**src/rtl/regfile_wb_arbiter_pkg.sv**
```systemverilog
// Shared constants and types for the register-file writeback arbiter.
// Forwarding is enabled by defining WB_FORWARD_EN (see regfile_wb_arbiter.sv).
package regfile_wb_arbiter_pkg;

  localparam int DEF_ADDR_W = 3;
  localparam int DEF_DATA_W = 8;
  localparam int NUM_REGS   = 1 << DEF_ADDR_W;

  // Requester indices into the grant vector
  localparam int REQ_ALU = 0;
  localparam int REQ_LD  = 1;

  // Round-robin priority state: which requester wins the next tie
  typedef enum logic {
    PRI_ALU = 1'b0,
    PRI_LD  = 1'b1
  } arb_state_e;

endpackage

```
**src/rtl/regfile_wb_arbiter_if.sv**
```systemverilog
// Writeback request bus: ALU and load requesters plus the registered
// register-file write port driven by the arbiter.
interface regfile_wb_arbiter_if
  import regfile_wb_arbiter_pkg::*;
#(
  parameter int ADDR_W = DEF_ADDR_W,
  parameter int DATA_W = DEF_DATA_W
);

  logic              alu_valid;
  logic [ADDR_W-1:0] alu_addr;
  logic [DATA_W-1:0] alu_data;
  logic              alu_ready;

  logic              ld_valid;
  logic [ADDR_W-1:0] ld_addr;
  logic [DATA_W-1:0] ld_data;
  logic              ld_ready;

  logic              reg_write;
  logic [ADDR_W-1:0] wr_addr;
  logic [DATA_W-1:0] wr_data;

  modport master (
    output alu_valid, alu_addr, alu_data,
    input  alu_ready,
    output ld_valid, ld_addr, ld_data,
    input  ld_ready,
    input  reg_write, wr_addr, wr_data
  );

  modport slave (
    input  alu_valid, alu_addr, alu_data,
    output alu_ready,
    input  ld_valid, ld_addr, ld_data,
    output ld_ready,
    output reg_write, wr_addr, wr_data
  );

endinterface

```
**src/rtl/regfile_wb_arbiter_scoreboard.sv**
```systemverilog
// Pending-write scoreboard: one bit per register, set by decode, cleared by
// writeback (set wins on collision), popcount and RAW-hazard lookup.
module wb_scoreboard
  import regfile_wb_arbiter_pkg::*;
#(
  parameter int ADDR_W = DEF_ADDR_W
) (
  input  logic              clk,
  input  logic              rst_n,
  input  logic              set_en,
  input  logic [ADDR_W-1:0] set_addr,
  input  logic              clr_en,
  input  logic [ADDR_W-1:0] clr_addr,
  input  logic              q_valid,
  input  logic [ADDR_W-1:0] q_rs,
  input  logic [ADDR_W-1:0] q_rt,
  input  logic              rs_bypass,
  input  logic              rt_bypass,
  output logic              stall,
  output logic [ADDR_W:0]   pending_cnt
);

  localparam int N_REGS = 1 << ADDR_W;

  logic [N_REGS-1:0] pend_reg;
  logic [N_REGS-1:0] pend_next;
  logic [N_REGS-1:0] set_mask;
  logic [N_REGS-1:0] clr_mask;
  logic [ADDR_W:0]   cnt_reg;
  logic [ADDR_W:0]   cnt_next;

  // A newer producer reserving the same index outranks the retiring write
  for (genvar gi = 0; gi < N_REGS; gi++) begin : g_bit
    assign set_mask[gi]  = set_en & (set_addr == ADDR_W'(gi));
    assign clr_mask[gi]  = clr_en & (clr_addr == ADDR_W'(gi));
    assign pend_next[gi] = set_mask[gi] | (pend_reg[gi] & ~clr_mask[gi]);
  end

  always_comb begin
    cnt_next = '0;
    for (int i = 0; i < N_REGS; i++) begin
      cnt_next = cnt_next + {{ADDR_W{1'b0}}, pend_next[i]};
    end
  end

  always_ff @(posedge clk or negedge rst_n) begin
    if (!rst_n) begin
      pend_reg <= '0;
      cnt_reg  <= '0;
    end else begin
      pend_reg <= pend_next;
      cnt_reg  <= cnt_next;
    end
  end

  assign stall = q_valid & ((pend_reg[q_rs] & ~rs_bypass) |
                            (pend_reg[q_rt] & ~rt_bypass));
  assign pending_cnt = cnt_reg;

endmodule

```
**src/rtl/regfile_wb_arbiter.sv**
```systemverilog
// Round-robin arbiter sharing the register-file write port between ALU and
// load writeback, with pending-write scoreboard. Define WB_FORWARD_EN to forward wr_data.
module regfile_wb_arbiter
  import regfile_wb_arbiter_pkg::*;
#(
  parameter int ADDR_W = DEF_ADDR_W,
  parameter int DATA_W = DEF_DATA_W
) (
  input  logic                clk,
  input  logic                rst_n,
  regfile_wb_arbiter_if.slave bus,
  input  logic                sb_set,
  input  logic [ADDR_W-1:0]   sb_addr,
  input  logic [ADDR_W-1:0]   q_rs,
  input  logic [ADDR_W-1:0]   q_rt,
  input  logic                q_valid,
  output logic                stall,
  output logic [ADDR_W:0]     pending_cnt,
  output logic                rs_fwd,
  output logic                rt_fwd,
  output logic [DATA_W-1:0]   rs_fwd_data,
  output logic [DATA_W-1:0]   rt_fwd_data
);

  arb_state_e        state_reg;
  arb_state_e        state_next;
  logic [1:0]        grant;
  logic              both_valid;
  logic              reg_write_reg;
  logic [ADDR_W-1:0] wr_addr_reg;
  logic [DATA_W-1:0] wr_data_reg;
  logic              rs_hit;
  logic              rt_hit;

  assign both_valid = bus.alu_valid & bus.ld_valid;

  always_ff @(posedge clk or negedge rst_n) begin
    if (!rst_n) state_reg <= PRI_ALU;
    else        state_reg <= state_next;
  end

  // Priority only moves after a real contention; a lone request keeps it
  always_comb begin
    state_next = state_reg;
    if (both_valid) begin
      state_next = (state_reg == PRI_ALU) ? PRI_LD : PRI_ALU;
    end
  end

  always_comb begin
    grant = 2'b00;
    if (rst_n) begin
      case (state_reg)
        PRI_ALU: begin
          grant[REQ_ALU] = bus.alu_valid;
          grant[REQ_LD]  = bus.ld_valid & ~bus.alu_valid;
        end
        PRI_LD: begin
          grant[REQ_LD]  = bus.ld_valid;
          grant[REQ_ALU] = bus.alu_valid & ~bus.ld_valid;
        end
        default: grant = 2'b00;
      endcase
    end
  end

  assign bus.alu_ready = grant[REQ_ALU];
  assign bus.ld_ready  = grant[REQ_LD];

  always_ff @(posedge clk or negedge rst_n) begin
    if (!rst_n) begin
      reg_write_reg <= 1'b0;
      wr_addr_reg   <= '0;
      wr_data_reg   <= '0;
    end else begin
      reg_write_reg <= |grant;
      if (grant[REQ_ALU]) begin
        wr_addr_reg <= bus.alu_addr;
        wr_data_reg <= bus.alu_data;
      end else if (grant[REQ_LD]) begin
        wr_addr_reg <= bus.ld_addr;
        wr_data_reg <= bus.ld_data;
      end
    end
  end

  assign bus.reg_write = reg_write_reg;
  assign bus.wr_addr   = wr_addr_reg;
  assign bus.wr_data   = wr_data_reg;

`ifdef WB_FORWARD_EN
  // The retiring write satisfies the operand, so its pending bit is ignored
  assign rs_hit      = reg_write_reg & (wr_addr_reg == q_rs);
  assign rt_hit      = reg_write_reg & (wr_addr_reg == q_rt);
  assign rs_fwd      = rs_hit;
  assign rt_fwd      = rt_hit;
  assign rs_fwd_data = rs_hit ? wr_data_reg : '0;
  assign rt_fwd_data = rt_hit ? wr_data_reg : '0;
`else
  assign rs_hit      = 1'b0;
  assign rt_hit      = 1'b0;
  assign rs_fwd      = 1'b0;
  assign rt_fwd      = 1'b0;
  assign rs_fwd_data = '0;
  assign rt_fwd_data = '0;
`endif

  wb_scoreboard #(
    .ADDR_W (ADDR_W)
  ) u_scoreboard (
    .clk         (clk),
    .rst_n       (rst_n),
    .set_en      (sb_set),
    .set_addr    (sb_addr),
    .clr_en      (reg_write_reg),
    .clr_addr    (wr_addr_reg),
    .q_valid     (q_valid),
    .q_rs        (q_rs),
    .q_rt        (q_rt),
    .rs_bypass   (rs_hit),
    .rt_bypass   (rt_hit),
    .stall       (stall),
    .pending_cnt (pending_cnt)
  );

endmodule

```
**src/flat_wrapper.sv**
```systemverilog
// flat-port wrapper written by rule: the top's interface ports become plain ports
module regfile_wb_arbiter_flat import regfile_wb_arbiter_pkg::*;
#(
  parameter int ADDR_W = DEF_ADDR_W,
  parameter int DATA_W = DEF_DATA_W
)
  (clk, rst_n, sb_set, sb_addr, q_rs, q_rt, q_valid, stall, pending_cnt, rs_fwd, rt_fwd, rs_fwd_data, rt_fwd_data, bus_alu_valid, bus_alu_addr, bus_alu_data, bus_alu_ready, bus_ld_valid, bus_ld_addr, bus_ld_data, bus_ld_ready, bus_reg_write, bus_wr_addr, bus_wr_data);
  regfile_wb_arbiter_if #(.ADDR_W(ADDR_W), .DATA_W(DATA_W)) bus_i ();
  input  logic clk;
  input  logic rst_n;
  input  logic sb_set;
  input  logic [ADDR_W-1:0] sb_addr;
  input  logic [ADDR_W-1:0] q_rs;
  input  logic [ADDR_W-1:0] q_rt;
  input  logic q_valid;
  output logic stall;
  output logic [ADDR_W:0] pending_cnt;
  output logic rs_fwd;
  output logic rt_fwd;
  output logic [DATA_W-1:0] rs_fwd_data;
  output logic [DATA_W-1:0] rt_fwd_data;
  input wire logic [$bits(bus_i.alu_valid)-1:0] bus_alu_valid;
  input wire logic [$bits(bus_i.alu_addr)-1:0] bus_alu_addr;
  input wire logic [$bits(bus_i.alu_data)-1:0] bus_alu_data;
  output wire logic [$bits(bus_i.alu_ready)-1:0] bus_alu_ready;
  input wire logic [$bits(bus_i.ld_valid)-1:0] bus_ld_valid;
  input wire logic [$bits(bus_i.ld_addr)-1:0] bus_ld_addr;
  input wire logic [$bits(bus_i.ld_data)-1:0] bus_ld_data;
  output wire logic [$bits(bus_i.ld_ready)-1:0] bus_ld_ready;
  output wire logic [$bits(bus_i.reg_write)-1:0] bus_reg_write;
  output wire logic [$bits(bus_i.wr_addr)-1:0] bus_wr_addr;
  output wire logic [$bits(bus_i.wr_data)-1:0] bus_wr_data;
  assign bus_i.alu_valid = bus_alu_valid;
  assign bus_i.alu_addr = bus_alu_addr;
  assign bus_i.alu_data = bus_alu_data;
  assign bus_alu_ready = bus_i.alu_ready;
  assign bus_i.ld_valid = bus_ld_valid;
  assign bus_i.ld_addr = bus_ld_addr;
  assign bus_i.ld_data = bus_ld_data;
  assign bus_ld_ready = bus_i.ld_ready;
  assign bus_reg_write = bus_i.reg_write;
  assign bus_wr_addr = bus_i.wr_addr;
  assign bus_wr_data = bus_i.wr_data;
  regfile_wb_arbiter #(.ADDR_W(ADDR_W), .DATA_W(DATA_W)) u_core (.clk(clk), .rst_n(rst_n), .bus(bus_i), .sb_set(sb_set), .sb_addr(sb_addr), .q_rs(q_rs), .q_rt(q_rt), .q_valid(q_valid), .stall(stall), .pending_cnt(pending_cnt), .rs_fwd(rs_fwd), .rt_fwd(rt_fwd), .rs_fwd_data(rs_fwd_data), .rt_fwd_data(rt_fwd_data));
endmodule
```
**config.mk**
```make
export PLATFORM = sky130hd
export DESIGN_NAME = regfile_wb_arbiter_flat
export DESIGN_NICKNAME = d
export VERILOG_FILES = /design/src/rtl/regfile_wb_arbiter_pkg.sv /design/src/rtl/regfile_wb_arbiter_if.sv /design/src/rtl/regfile_wb_arbiter_scoreboard.sv /design/src/rtl/regfile_wb_arbiter.sv /design/src/flat_wrapper.sv
export SDC_FILE = /design/constraint.sdc
export NUM_CORES = 1
export LEC_CHECK = 0
export CAP_MARGIN = 25
export CORE_MARGIN = 2
export CORE_UTILIZATION = 42
export CTS_CLUSTER_DIAMETER = 120
export DETAILED_ROUTE_END_ITERATION = 12
export PLACE_DENSITY = 0.81
export SLEW_MARGIN = 0
export SYNTH_ARGS = -nofsm -noshare
export SYNTH_HDL_FRONTEND = slang
export SYNTH_HIERARCHICAL = 1
export SYNTH_SLANG_ARGS = --single-unit
```
**constraint.sdc**
```tcl
create_clock -name clk -period 4.4 [get_ports clk]
set_clock_uncertainty 0.05 [all_clocks]
set_input_delay 0.66 -clock clk [delete_from_list [all_inputs] [get_ports clk]]
set_output_delay 0.66 -clock clk [all_outputs]
set_load 0.01 [all_outputs]
```
==> impl_metrics.py <==
metrics = {
    "outcome": {
        "status": "completed",
    },
    "global_routing": {
        "overflow": 0,
        "grt_first_pass_wirelength_um": 5440,
        "grt_pass1_vias": 1246,
        "grt_max_degree": 24,
        "grt_antenna_before_repair": 0,
        "track_usage_pct": 16.1,
    },
    "setup_path": {
        "crit_arrival_ns": 3.94,
        "path_cells": "clkdlybuf4s50_1 > nand2b_1 > o21ai_0 > inv_1 > fa_1 > inv_1 > fa_1 > inv_1 > fa_1 > inv_1 > ha_1 > inv_1 > fa_1 > inv_1",
        "path_class": "primary input to flip-flop",
        "crit_buf_inv": 7,
        "end_kind": "flip-flop",
        "worst_path_max_delay_cell": "fa_1",
        "crit_family": "adder cells",
        "cp_common_cell": "inv_1",
        "path_max_fanout": 4,
        "crit_path_start_kind": "primary input",
        "required_ns": 4.52,
        "cp_slowest_stage_delay_ns": 0.50,
    },
    "clock_tree": {
        "cts_hold_buf": 0,
        "h-tree-depth": 1,
        "cts_buffer_depth": 2,
        "cts_tree": "built",
        "clkSlewWorstSetupHoldPaths_ns": 0.09,
        "cts_resized": 0,
        "cts_buffers": 3,
        "clk_latency_ns": 0.27,
        "cts_setup_buffers": 0,
        "cts-root-buf": "clkbuf_8",
        "clock_sinks": 25,
    },
    "cells_and_area": {
        "final_util_pct": 59.4,
        "final_cell_mix": "clkdlybuf4s50_1 (55), dfrtp_1 (25), o21ai_0 (20), conb_1 (20), inv_1 (15)",
        "final_cells": 273,
        "drive_gt1_share_pct": 4.89,
        "antenna_cells": 0,
        "final_nets": 270,
        "syn2layout_area_growth_pct": 35.0,
        "layout_commonest_cell": "clkdlybuf4s50_1",
    },
    "floorplanning": {
        "rows": 22,
        "start_util_pct": 44.0,
        "ios": 74,
        "core_area_sq_mm": 0.00369,
        "dieHeight_um": 66.1,
        "die_area_sq_mm": 0.00437,
        "dieWidth_um": 66.1,
    },
    "timing": {
        "rsz0062_at_grt": "false",
        "maxSlewHeadroom_pct": 54.9,
        "tightestPinTransition_ns": 0.677,
        "hold-worst-slack_ns": 0.455,
        "drv_slew": 0,
        "hold_viol_final": 0,
        "setup_tns_ns": 0,
        "max_freq_ghz": 0.262,
        "setup_violations": 0,
        "period_needed_ns": 3.82,
        "period_share_pct": 86.7,
    },
    "power_and_ir_drop": {
        "p_total_w": 0.00103,
        "power.leakage_nw": 0.930,
        "pwr_density_cell_mw_per_mm2": 472,
        "vdd_drop_max_mv": 0.193,
    },
    "synthesis": {
        "synth_xor_area_share_pct": 1.08,
        "syn_avg_cell_area_sq_um": 9.54,
        "ys_warn_count": 6,
        "yosys.area_share.simple_pct": 17.1,
        "synth_edf_count": 0,
        "synth-adder-area-share_pct": 7.25,
        "synth_compound_area_share_pct": 16.4,
        "yosysSeqAreaShare_pct": 38.6,
        "async_flop_share_pct": 100,
        "synth_cells": 170,
        "yosysUniqueCellTypes": 35,
        "synth_top_family_by_area": "simple AND/OR/NAND/NOR gates",
        "synth_area_sq_mm": 0.00162,
        "synthFlopType": "dfrtp_1",
        "synthMuxAreaShare_pct": 5.56,
        "synth_seq_cells": 25,
    },
    "drt": {
        "wl_per_cell_um": 11.9,
        "first_pass_iters": 4,
        "wl_um": 3250,
        "viasPerCell": 4.84,
        "drt-initial-drc-count": 21,
        "num_vias": 1321,
        "post-route-drc-count": 0,
        "ant_nets": 0,
    },
    "placement": {
        "placedCellCount": 269,
        "dpl.hpwl_um": 2570,
        "portBuffers": 55,
        "gp_congestion": 0.854,
    },
    "min_path": {
        "hp-class": "flip-flop to flip-flop",
    },
    "flow_run": {
        "maxCapViolCount": 0,
    },
}
## worst paths after layout
path | slack, ns | cells after the start | start | end
min in group asynchronous | 0.65 | 1 | rst_n | u_core/bus.wr_data[6]
worst max register to register | 0.99 | 13 | u_core/bus.wr_addr[2] | u_core/u_scoreboard/pending_cnt[1]
worst min register to register | 0.46 | 1 | u_core/state_reg | u_core/state_reg
worst max-delay path | 0.58 | 14 | sb_addr[1] | u_core/u_scoreboard/pending_cnt[1]
worst min-delay path | 0.46 | 1 | u_core/state_reg | u_core/state_reg
max in group asynchronous | 3.06 | 2 | rst_n | u_core/u_scoreboard/pending_cnt[3]
## routing by layer
layer	part of all wire [%]	vias to the layer above	track usage, %
met5	0	-	0
li1	-	662	-
met4	1.5	0	6.12
met2	47	54	26.5
met3	7.5	4	3.92
met1	44	601	20.3
## layout make-up
class,instances,area [sq um]
Timing Repair Buffer,56,558
Inverter,15,56.3
Tap cell,48,60.1
Fill cell,345,1500
Sequential cell,25,626
Multi-Input combinational cell,125,843
Clock buffer,3,41.3
Clock inverter,1,5.00
## worst register-to-register path: stages, from the launching register on
cell and delay (ns):
dfrtp_1 0.45, nor2b_1 0.18, nand3_1 0.10, a2bb2oi_1 0.28, fa_1 0.46, inv_1 0.08, fa_1 0.42, inv_1 0.08
fa_1 0.41, inv_1 0.06, ha_1 0.16, inv_1 0.06, fa_1 0.48, inv_1 0.04
## stage by stage
| stage | area (sq um) | setup WS, ns |
|---|---|---|
| after detailed placement | 2140 | 0.299 |
| after CTS | 2190 | 0.577 |
| after global routing | 2190 | 0.386 |
| after floorplan | 1690 | 0.945 |
| final | 2190 | 0.584 |
| after global placement | 2140 | 0.353 |
## cell usage after synthesis, types with 2 or more instances
cell type	instances	area share (%)
mux2i_1	3	1.9
buf_4	18	8.3
buf_2	2	0.62
a21oi_1	2	0.62
o21a_1	2	0.93
or3b_1	11	5.9
nand2b_1	6	2.3
nand3b_1	2	0.93
nand2_1	7	1.6
dfrtp_1	25	39
o21ai_0	20	6.2
nor2_1	14	3.2
clkbuf_1	2	0.46
ha_1	3	2.3
nand3_1	2	0.62
inv_1	15	3.5
xnor2_1	2	1.1
nor2b_1	4	1.5
a31oi_1	11	4.2
fa_1	4	4.9
## power by group
part | total (W) | switching (W) | leakage, nW | internal (W)
sequential | 0.000350 | 0.0000464 | 0.283 | 0.000303
clock | 0.000137 | 0.0000733 | 0.0255 | 0.0000633
combinational | 0.000547 | 0.000269 | 0.621 | 0.000277
## cells by family (layout without fill, tap and decap cells)
family | after synthesis | after routing
fa+ha+maj | 7 | 7
compound gates | 42 | 42
other cells | 1 | 20
simple gates | 48 | 48
buf+inv | 39 | 75
xor+xnor | 2 | 2
mux | 6 | 6
flops | 25 | 25
No activity file was read; power rests on OpenSTA's default activity.
